`config.mk`:
```
export PLATFORM = sky130hd
export DESIGN_NAME = keypad_scan_fifo
export DESIGN_NICKNAME = d
export VERILOG_FILES = /design/src/rtl/keypad_scan_fifo.sv
export SDC_FILE = /design/constraint.sdc
export NUM_CORES = 1
export LEC_CHECK = 0
export BUFFER_PORTS_ARGS = -buffer_cell sky130_fd_sc_hd__buf_2
export CORE_ASPECT_RATIO = 0.75
export CORE_MARGIN = 5
export CORE_UTILIZATION = 63
export DETAILED_ROUTE_END_ITERATION = 8
export MAX_ROUTING_LAYER = met4
export PLACE_DENSITY = 0.95
export SYNTH_ARGS = -nofsm -noshare
export SYNTH_HDL_FRONTEND = slang
export SYNTH_SLANG_ARGS = --single-unit
```
`constraint.sdc`:
```
create_clock -name clk -period 8.9 [get_ports clk]
set_clock_uncertainty 0.2 [all_clocks]
set_input_delay 1.335 -clock clk [delete_from_list [all_inputs] [get_ports clk]]
set_output_delay 1.335 -clock clk [all_outputs]
set_load 0.02 [all_outputs]
```
`src/rtl/keypad_scan_fifo.sv`:
```
// Matrix keypad scanner with frame debounce and a press/release event FIFO.
// The CPU reads status, the FIFO head, control and the stable key map over the peripheral bus.
module keypad_scan_fifo #(
    parameter int unsigned ROWS       = 4,
    parameter int unsigned COLS       = 4,
    parameter int unsigned SCAN_DIV   = 1000,
    parameter int unsigned DEBOUNCE   = 4,
    parameter int unsigned FIFO_DEPTH = 8
) (
    input  logic            clk,
    input  logic            rstn,
    input  logic [7:0]      addrIn,
    input  logic [7:0]      addrOut,
    input  logic [3:0]      sizeDecode,
    input  logic [31:0]     dataIn,
    output logic [31:0]     dataOut,
    input  logic [COLS-1:0] COL,
    output logic [ROWS-1:0] ROW,
    output logic            irq
);

    localparam int unsigned NKEYS = ROWS * COLS;
    localparam int unsigned RW    = (ROWS > 1) ? $clog2(ROWS) : 1;
    localparam int unsigned DW    = $clog2(SCAN_DIV);
    localparam int unsigned KW    = (NKEYS > 1) ? $clog2(NKEYS) : 1;
    localparam int unsigned CW    = $clog2(DEBOUNCE + 1);
    localparam int unsigned PW    = $clog2(FIFO_DEPTH);
    localparam int unsigned NW    = PW + 1;

    typedef enum logic [1:0] {StScan, StCheck, StEmit} state_e;

    state_e            state_q, state_d;
    logic [RW-1:0]     row_q, row_d;
    logic [DW-1:0]     dwell_q, dwell_d;
    logic [NKEYS-1:0]  frame_q, frame_d;
    logic [NKEYS-1:0]  cand_q, cand_d;
    logic [NKEYS-1:0]  stable_q, stable_d;
    logic [CW-1:0]     debcnt_q, debcnt_d;
    logic [KW-1:0]     key_q, key_d;
    logic [2:0]        ctrl_q;
    logic [PW-1:0]     wr_ptr_q, rd_ptr_q;
    logic [NW-1:0]     count_q;
    logic              ovf_q;
    logic [ROWS-1:0]   row_drv_q, row_drv_d;
    logic              irq_q;
    logic [31:0]       dout_q, rdata;
    logic [8:0]        mem [FIFO_DEPTH];

    logic              push, push_ok, pop, full, empty;
    logic [8:0]        push_data;
    logic [CW-1:0]     cnt_nxt;
    logic [KW-1:0]     frame_base;
    logic              ctrl_we, ovf_clr;
    logic              unused_bits;

    assign unused_bits = ^dataIn[31:3];

    assign full    = (count_q == NW'(FIFO_DEPTH));
    assign empty   = (count_q == '0);
    assign ctrl_we = (addrIn == 8'd2) && sizeDecode[0];
    assign ovf_clr = (addrIn == 8'd0) && sizeDecode[0] && dataIn[2];
    assign pop     = (addrIn == 8'd3) && (sizeDecode != 4'd0) && !empty;
    assign push_ok = push && !full;

    always_comb begin
        state_d    = state_q;
        row_d      = row_q;
        dwell_d    = dwell_q;
        frame_d    = frame_q;
        cand_d     = cand_q;
        stable_d   = stable_q;
        debcnt_d   = debcnt_q;
        key_d      = key_q;
        push       = 1'b0;
        push_data  = '0;
        cnt_nxt    = debcnt_q;
        frame_base = KW'(row_q * COLS);
        if (!ctrl_q[0]) begin
            state_d  = StScan;
            row_d    = '0;
            dwell_d  = '0;
            debcnt_d = '0;
        end else begin
            unique case (state_q)
                StScan: begin
                    if (dwell_q == DW'(SCAN_DIV - 1)) begin
                        dwell_d = '0;
                        frame_d[frame_base +: COLS] = ~COL;
                        if (row_q == RW'(ROWS - 1)) begin
                            row_d   = '0;
                            state_d = StCheck;
                        end else begin
                            row_d = row_q + 1'b1;
                        end
                    end else begin
                        dwell_d = dwell_q + 1'b1;
                    end
                end
                StCheck: begin
                    if (frame_q == cand_q) begin
                        cnt_nxt = (debcnt_q == CW'(DEBOUNCE)) ? debcnt_q : debcnt_q + 1'b1;
                    end else begin
                        cand_d  = frame_q;
                        cnt_nxt = CW'(1);
                    end
                    debcnt_d = cnt_nxt;
                    key_d    = '0;
                    if (cnt_nxt == CW'(DEBOUNCE) && cand_d != stable_q) begin
                        state_d = StEmit;
                    end else begin
                        state_d = StScan;
                    end
                end
                StEmit: begin
                    push_data = {cand_q[key_q], 8'(key_q)};
                    if (cand_q[key_q] != stable_q[key_q]) begin
                        stable_d[key_q] = cand_q[key_q];
                        push            = cand_q[key_q] | ctrl_q[2];
                    end
                    if (key_q == KW'(NKEYS - 1)) begin
                        key_d   = '0;
                        state_d = StScan;
                    end else begin
                        key_d = key_q + 1'b1;
                    end
                end
                default: state_d = StScan;
            endcase
        end
        // Row drive is registered from the next state so it lines up with the dwell count.
        row_drv_d = (ctrl_q[0] && state_d == StScan) ? ~(ROWS'(1) << row_d) : '1;
    end

    always_comb begin
        rdata = '0;
        case (addrOut)
            8'd0: rdata = {24'd0, 4'(count_q), 1'b0, ovf_q, full, !empty};
            8'd1: rdata = empty ? 32'hFFFF_FFFF : {1'b1, 22'd0, mem[rd_ptr_q]};
            8'd2: rdata = {29'd0, ctrl_q};
            8'd4: rdata = 32'(stable_q);
            default: rdata = '0;
        endcase
    end

    always_ff @(posedge clk) begin
        if (push_ok) begin
            mem[wr_ptr_q] <= push_data;
        end
    end

    always_ff @(posedge clk or negedge rstn) begin
        if (!rstn) begin
            state_q   <= StScan;
            row_q     <= '0;
            dwell_q   <= '0;
            frame_q   <= '0;
            cand_q    <= '0;
            stable_q  <= '0;
            debcnt_q  <= '0;
            key_q     <= '0;
            ctrl_q    <= 3'b001;
            wr_ptr_q  <= '0;
            rd_ptr_q  <= '0;
            count_q   <= '0;
            ovf_q     <= 1'b0;
            row_drv_q <= '1;
            irq_q     <= 1'b0;
            dout_q    <= '0;
        end else begin
            state_q   <= state_d;
            row_q     <= row_d;
            dwell_q   <= dwell_d;
            frame_q   <= frame_d;
            cand_q    <= cand_d;
            stable_q  <= stable_d;
            debcnt_q  <= debcnt_d;
            key_q     <= key_d;
            row_drv_q <= row_drv_d;
            dout_q    <= rdata;
            irq_q     <= ctrl_q[1] & !empty;
            if (ctrl_we) begin
                ctrl_q <= dataIn[2:0];
            end
            // A new overflow in the same cycle as a clear stays visible.
            if (push && full) begin
                ovf_q <= 1'b1;
            end else if (ovf_clr) begin
                ovf_q <= 1'b0;
            end
            if (push_ok) begin
                wr_ptr_q <= wr_ptr_q + 1'b1;
            end
            if (pop) begin
                rd_ptr_q <= rd_ptr_q + 1'b1;
            end
            case ({push_ok, pop})
                2'b10:   count_q <= count_q + 1'b1;
                2'b01:   count_q <= count_q - 1'b1;
                default: count_q <= count_q;
            endcase
        end
    end

    assign ROW     = row_drv_q;
    assign irq     = irq_q;
    assign dataOut = dout_q;

endmodule

```
======== Word level (Yosys, flattened, before mapping) ========
Memory sizes are Yosys's and may differ from the RTL's.
Cells that the tools add are included.
cells by class
  add/subtract/negate cells ............... 9
  $lt $le $gt $ge ......................... 2
  equality and inequality tests ........... 20
  shift operators ......................... 3
  multiplexer cells ....................... 45
  bitwise operators ....................... 4
  reductions and logical operators ........ 25
operators by type and width
  kind                                                                     number
  32-bit case mux with 4 select lines                                      1
  16-bit two-way mux                                                       3
  16-bit bitwise mux                                                       2
  31-bit two-way mux                                                       1
  10-bit two-way mux                                                       3
  8-bit by 2-bit == test with 1-bit output (second input constant)         3
  2-bit two-way mux                                                        9
  3-bit two-way mux                                                        6
  9-bit two-way mux                                                        2
  16-bit == test                                                           1
  8-bit logical NOT                                                        2
  16-bit != test                                                           1
  4-bit case mux with 2 select lines                                       2
  4-bit by 6-bit variable shift with 16-bit output (first input constant)  1
  4-bit by 6-bit variable part select with 16-bit output                   1
  10-bit by 1-bit adder with 10-bit output (second input constant)         1
  10-bit == test (second input constant)                                   1
  1-bit logical AND                                                        10
  1-bit two-way mux                                                        10
  3-bit by 1-bit adder with 3-bit output (second input constant)           3
  4-bit by 1-bit adder with 4-bit output (second input constant)           2
  1-bit binary-select mux with 4-bit select                                2
  4-bit == test (second input constant)                                    2
  8-bit by 1-bit == test with 1-bit output (second input constant)         1
  other kinds (25)                                                         38
word-level totals
  register bits after elaboration ......... 120
  memory bits (writable) .................. 72
  input port bits ......................... 58
  output and inout bits ................... 37
  word-level logic and storage cells ...... 125
  memories ................................ 1
memories
  memory  words  bits a word  rd ports  clocked after Yosys merged registers in  wr ports  RTL line  source
  mem     8      9            1         0                                        1         47        logic [8:0] mem [FIFO_DEPTH];

======== Longest topological paths before layout ========
  depth in word-level cells ............... 13
  mapped depth ............................ 15
  mapped depth without buffers ............ 12

======== Worst setup path after synthesis ========
No wires, ideal clock.
  path type ............................... input to register
  start ................................... input port addrIn[5]
  end ..................................... register count_q[3]
  setup time .............................. 0.125 ns
  arrival time ............................ 3.213 ns
  path slack .............................. 5.362 ns
  stages on the path ...................... 10
  buffers on the path ..................... 0
  cell sequence ........................... nor4_1 o41ai_1 nor3_1 ha_1 ha_1 a21o_1 a21oi_1 xnor2_1 nor2_1 xor2_1
on the way
  longest elaborated chain between the ends .. 5
RTL lines
  what                                                                              RTL line  source
  start: declaration                                                                12        input logic [7:0] addrIn,
  8-bit by 2-bit == test with 1-bit output *                                        62        assign pop = (addrIn == 8'd3) && (sizeDecode != 4'd0) && !empty;
  1-bit logical AND * (2 in series)                                                 62
  net pop                                                                           49        logic push, push_ok, pop, full, empty;
  2-bit by 1-bit == test with 1-bit output / 2-bit == test (equally long branches)  196       case ({push_ok, pop})
  4-bit case mux with 2 select lines / 2-bit nonzero test (equally long branches)   -
  end signal: assignment                                                            197       2'b10: count_q <= count_q + 1'b1;
  end signal: assignment                                                            198       2'b01: count_q <= count_q - 1'b1;
  end signal: assignment                                                            199       default: count_q <= count_q;
  end: declaration                                                                  42        logic [NW-1:0] count_q;
Mark *: on every way through the listed nets, which the timed path passes. The rest lies on a longest branch.
A chain may end at the register's enable or synchronous reset.

======== Worst setup path in the final report ========
  start ................................... register key_q[0]
  end ..................................... register count_q[3]
on the way
  longest elaborated chain between the ends .. 9
RTL lines
  what                                                                              RTL line  source
  start: declaration                                                                39        logic [KW-1:0] key_q, key_d;
  start signal: assignment                                                          177       key_q <= key_d;
  1-bit binary-select mux with 4-bit select (on tied branches)                      116, 118
  1-bit two-way mux (on tied branches)                                              116, 118
  1-bit bitwise OR / 1-bit != test (equally long branches)                          118, 116
  1-bit two-way mux *                                                               116       if (cand_q[key_q] != stable_q[key_q]) begin
  1-bit two-way mux *                                                               84        unique case (state_q)
  1-bit two-way mux *                                                               78        if (!ctrl_q[0]) begin
  1-bit logical AND *                                                               63        assign push_ok = push && !full;
  2-bit by 1-bit == test with 1-bit output / 2-bit == test (equally long branches)  196
  4-bit case mux with 2 select lines / 2-bit nonzero test (equally long branches)   -
Every way passes the cells marked *; elsewhere a longest branch is shown, timed or not. The select of a mux whose other input is x is not followed.

==> metrics <==
Slew Viols, Final 0; vias 5382; RSZ-0062 raised after global routing false; Setup violations, final 0; outcome finished, final reports clean; wire per inst 20.71 µm; area share of and/or/nand/nor cells after synthesis 14.76%; min-delay worst type reg2reg; Cell Area, Synth 7281 µm²; Core Rows 34; most frequent cell after synthesis dfrtp_1; fillers 722; initial antenna violation count 0; Post-CTS Hold Buffers 0; fmax 216.1 MHz; CTS tree built; adder-cell area share of the yosys netlist 4.056%; Post-DP HPWL 11.95 mm; Max Cap Viol 0; sequential area share after synthesis 53.02%; sw frac 22.34%; critical-path cell list mux4_1 > a22oi_1 > and3_1 > nand3b_1 > a211o_1 > ha_1 > ha_1 > a21o_1 > a21oi_1 > xnor2_1 > nor2_1 > xor2_1; fin crit share 51.99%; Gate power share 2.8%; Placer Congestion 0.9260; Critical Path RT 9010 ps; die area 13830 µm²; Final Util 71.75%; Worst-Skew Late Latency 430 ps; io pins 95; worst setup margin 4273 ps; DR iter-0 viols 880; Core ar. 11440 µm²; launch point of the worst reg-to-reg path key_q[0]$_DFFE_PN0P_; Power, Total 1.459 mW; CP arrival 4730 ps; Total Negative Setup Slacks 0 ps; top post-synthesis cells by count dfrtp_1 (101), nand2_1 (67), o21ai_0 (63); Crit Path Class reg2reg; CP Max Fanout 19; antenna diode count 0; Unique masters post-synth 58; drt drc 0; Post-synth EDFFs 40; vias in the first global route 5366; min Tclk post-route 4627 ps; area leader, netlist dfrtp_1; power density cells 177.7 nW/µm²; worst reg2reg endpoint count_q[3]$_DFFE_PN0P_; Starting Density 63.62%; top-area cell type share of the netlist area 34.71%; postcts setup bufs 0; Tot GR Track Use 27.45%; CP peak stage delay 810 ps; startpoint types flip-flop; syn_area_per_cell 11.71 µm²; vias per inst 6.453; CP Capture Type flip-flop; CP bufs+invs 0; actual slew at the worst max-slew pin 1244 ps; relative slew slack 16.28%; WL final 17.27 mm; clock power share 48.9%; largest net degree at the start of global routing 70; YS warnings 0; Post-Syn Instances 622; Reg2Reg Depth 12; area delta synth->final 12.77%; flop2flop setup slack 4270 ps; Pint 1.133 mW; cts repair resizes 0; synth top area cells dfrtp_1 (35%), edfxtp_1 (16%), mux4_2 (5.3%); Crit. Startpoint key_q[0]$_DFFE_PN0P_; gr ovfl total 0; slowest CP cell dfrtp_1; clock sinks 146; CTS Buffer Depth 2; FF+latch count, synth 146; Crit. path cell count 12; clk slew on worst S/H paths 60 ps; Num CTS Buffers 17; final hold slack 330.3 ps; layout cell share with drive strength beyond 1 22.61%; global-route wire length before repair 28.13 mm; DIE WIDTH 134.1 µm; CP most frequent cell ha_1; worst setup path endpoint count_q[3]$_DFFE_PN0P_; Synth Flop Type dfrtp_1; final hold vios 0; pre-CTS setup slack 4355 ps; Psw 0.3259 mW; port bufs 65; Detail Route Antenna Nets 0; first drt pass iteration count 6; Async SR Flop Fraction 72.60%; power share of the sequential group 48.3%; mux cell area share after synthesis 9.778%; H-tree depth 4; Final #Nets 758; peak supply drop 148.5 µV; Compound-Gate Fraction of Synth Area 9.452%; syn_nets 703; Top delay family on crit path compound AO/OA/AOI/OAI gates; CTS root buf clkbuf_16; main combinational cell family by area after synthesis simple AND/OR/NAND/NOR gates; Static Leak 3.404 nW; Die Ht 103.1 µm; XOR/XNOR Fraction of Synth Area 5.534%
[layer usage]
layer  track usage, %  vias to the layer above  part of all wire (%)  routed length, µm
li1                 -                     2379                     -                  -
met1            36.10                     2638                    41               7034
met2            42.61                      321                    47               8125
met3            7.122                       44                    10               1743
met4            8.842                        0                   2.1                369
met5                -                        -                     0                  0
[power by group through the flow]
stage	Clock [mW]	Sequential, mW	Combinational (mW)
2_1_floorplan	0	0.710	0.0229
3_3_place_gp	0	0.716	0.0383
3_5_place_dp	0	0.717	0.0408
4_1_cts	0.716	0.705	0.0411
5_1_grt	0.752	0.706	0.0460
6_report	0.714	0.705	0.0405
[stage by stage]
step / std cells / instance area, µm²
final: 834 / 8210
after global routing: 834 / 8210
after CTS: 834 / 8210
after detailed placement: 802 / 7612
after global placement: 802 / 7612
after floorplan: 622 / 7281
[how the worst min path moves through the flow]
stage                     cells past startpoint                    from  slack, ps                     end
after floorplan                               2       ovf_q$_DFFE_PN0P_        270    dataOut[2]$_DFF_PN0_
after global placement                        2  dwell_q[1]$_DFFE_PN0P_        290  dwell_q[1]$_DFFE_PN0P_
after detailed placement                      1  count_q[3]$_DFFE_PN0P_        310  count_q[3]$_DFFE_PN0P_
after CTS                                     1  count_q[3]$_DFFE_PN0P_        320  count_q[3]$_DFFE_PN0P_
after global routing                          1  count_q[3]$_DFFE_PN0P_        340  count_q[3]$_DFFE_PN0P_
final                                         1  count_q[3]$_DFFE_PN0P_        330  count_q[3]$_DFFE_PN0P_
[area by class of cell]
cell class / count / area, µm² / share of cell area [%]
clock buffers: 20 / 480.5 / 5.852
clock inverters: 12 / 117.6 / 1.432
inverters: 15 / 56.30 / 0.6858
multi-input cells: 430 / 3173 / 38.65
flip-flops and latches: 146 / 3860 / 47.01
well taps: 144 / 180.2 / 2.194
repair buffers: 67 / 342.8 / 4.176
[flip-flops by register name, summed over array words and instances, names as in the netlist, 4 cells and up]
signal and cells:
mem 40, dataOut 18, cand_q 16, frame_q 16
stable_q 16, dwell_q 10, ROW 4, count_q 4
key_q 4
[cell usage in the layout, fill, tap and decap left out, types with 17 or more instances in the layout]
cell       count
nand2_1       67
nor2_1        24
nand2b_1      21
edfxtp_1      40
a31oi_1       18
buf_2         64
o21ai_0       63
mux4_2        17
clkbuf_16     19
xor2_1        38
ha_1          22
mux2_2        26
dfrtp_1      101
nor3_1        18
[cells by family (layout without fill, tap and decap cells)]
family	Yosys count	count (layout)
DFF	146	146
muxes	45	45
xor gates and xnor gates	46	46
buffers and inverters	46	114
and+or+nand+nor	202	202
AOI/OAI and AO/OA	114	114
adders and majority gates	23	23
Power figures use the tool's default switching activity.
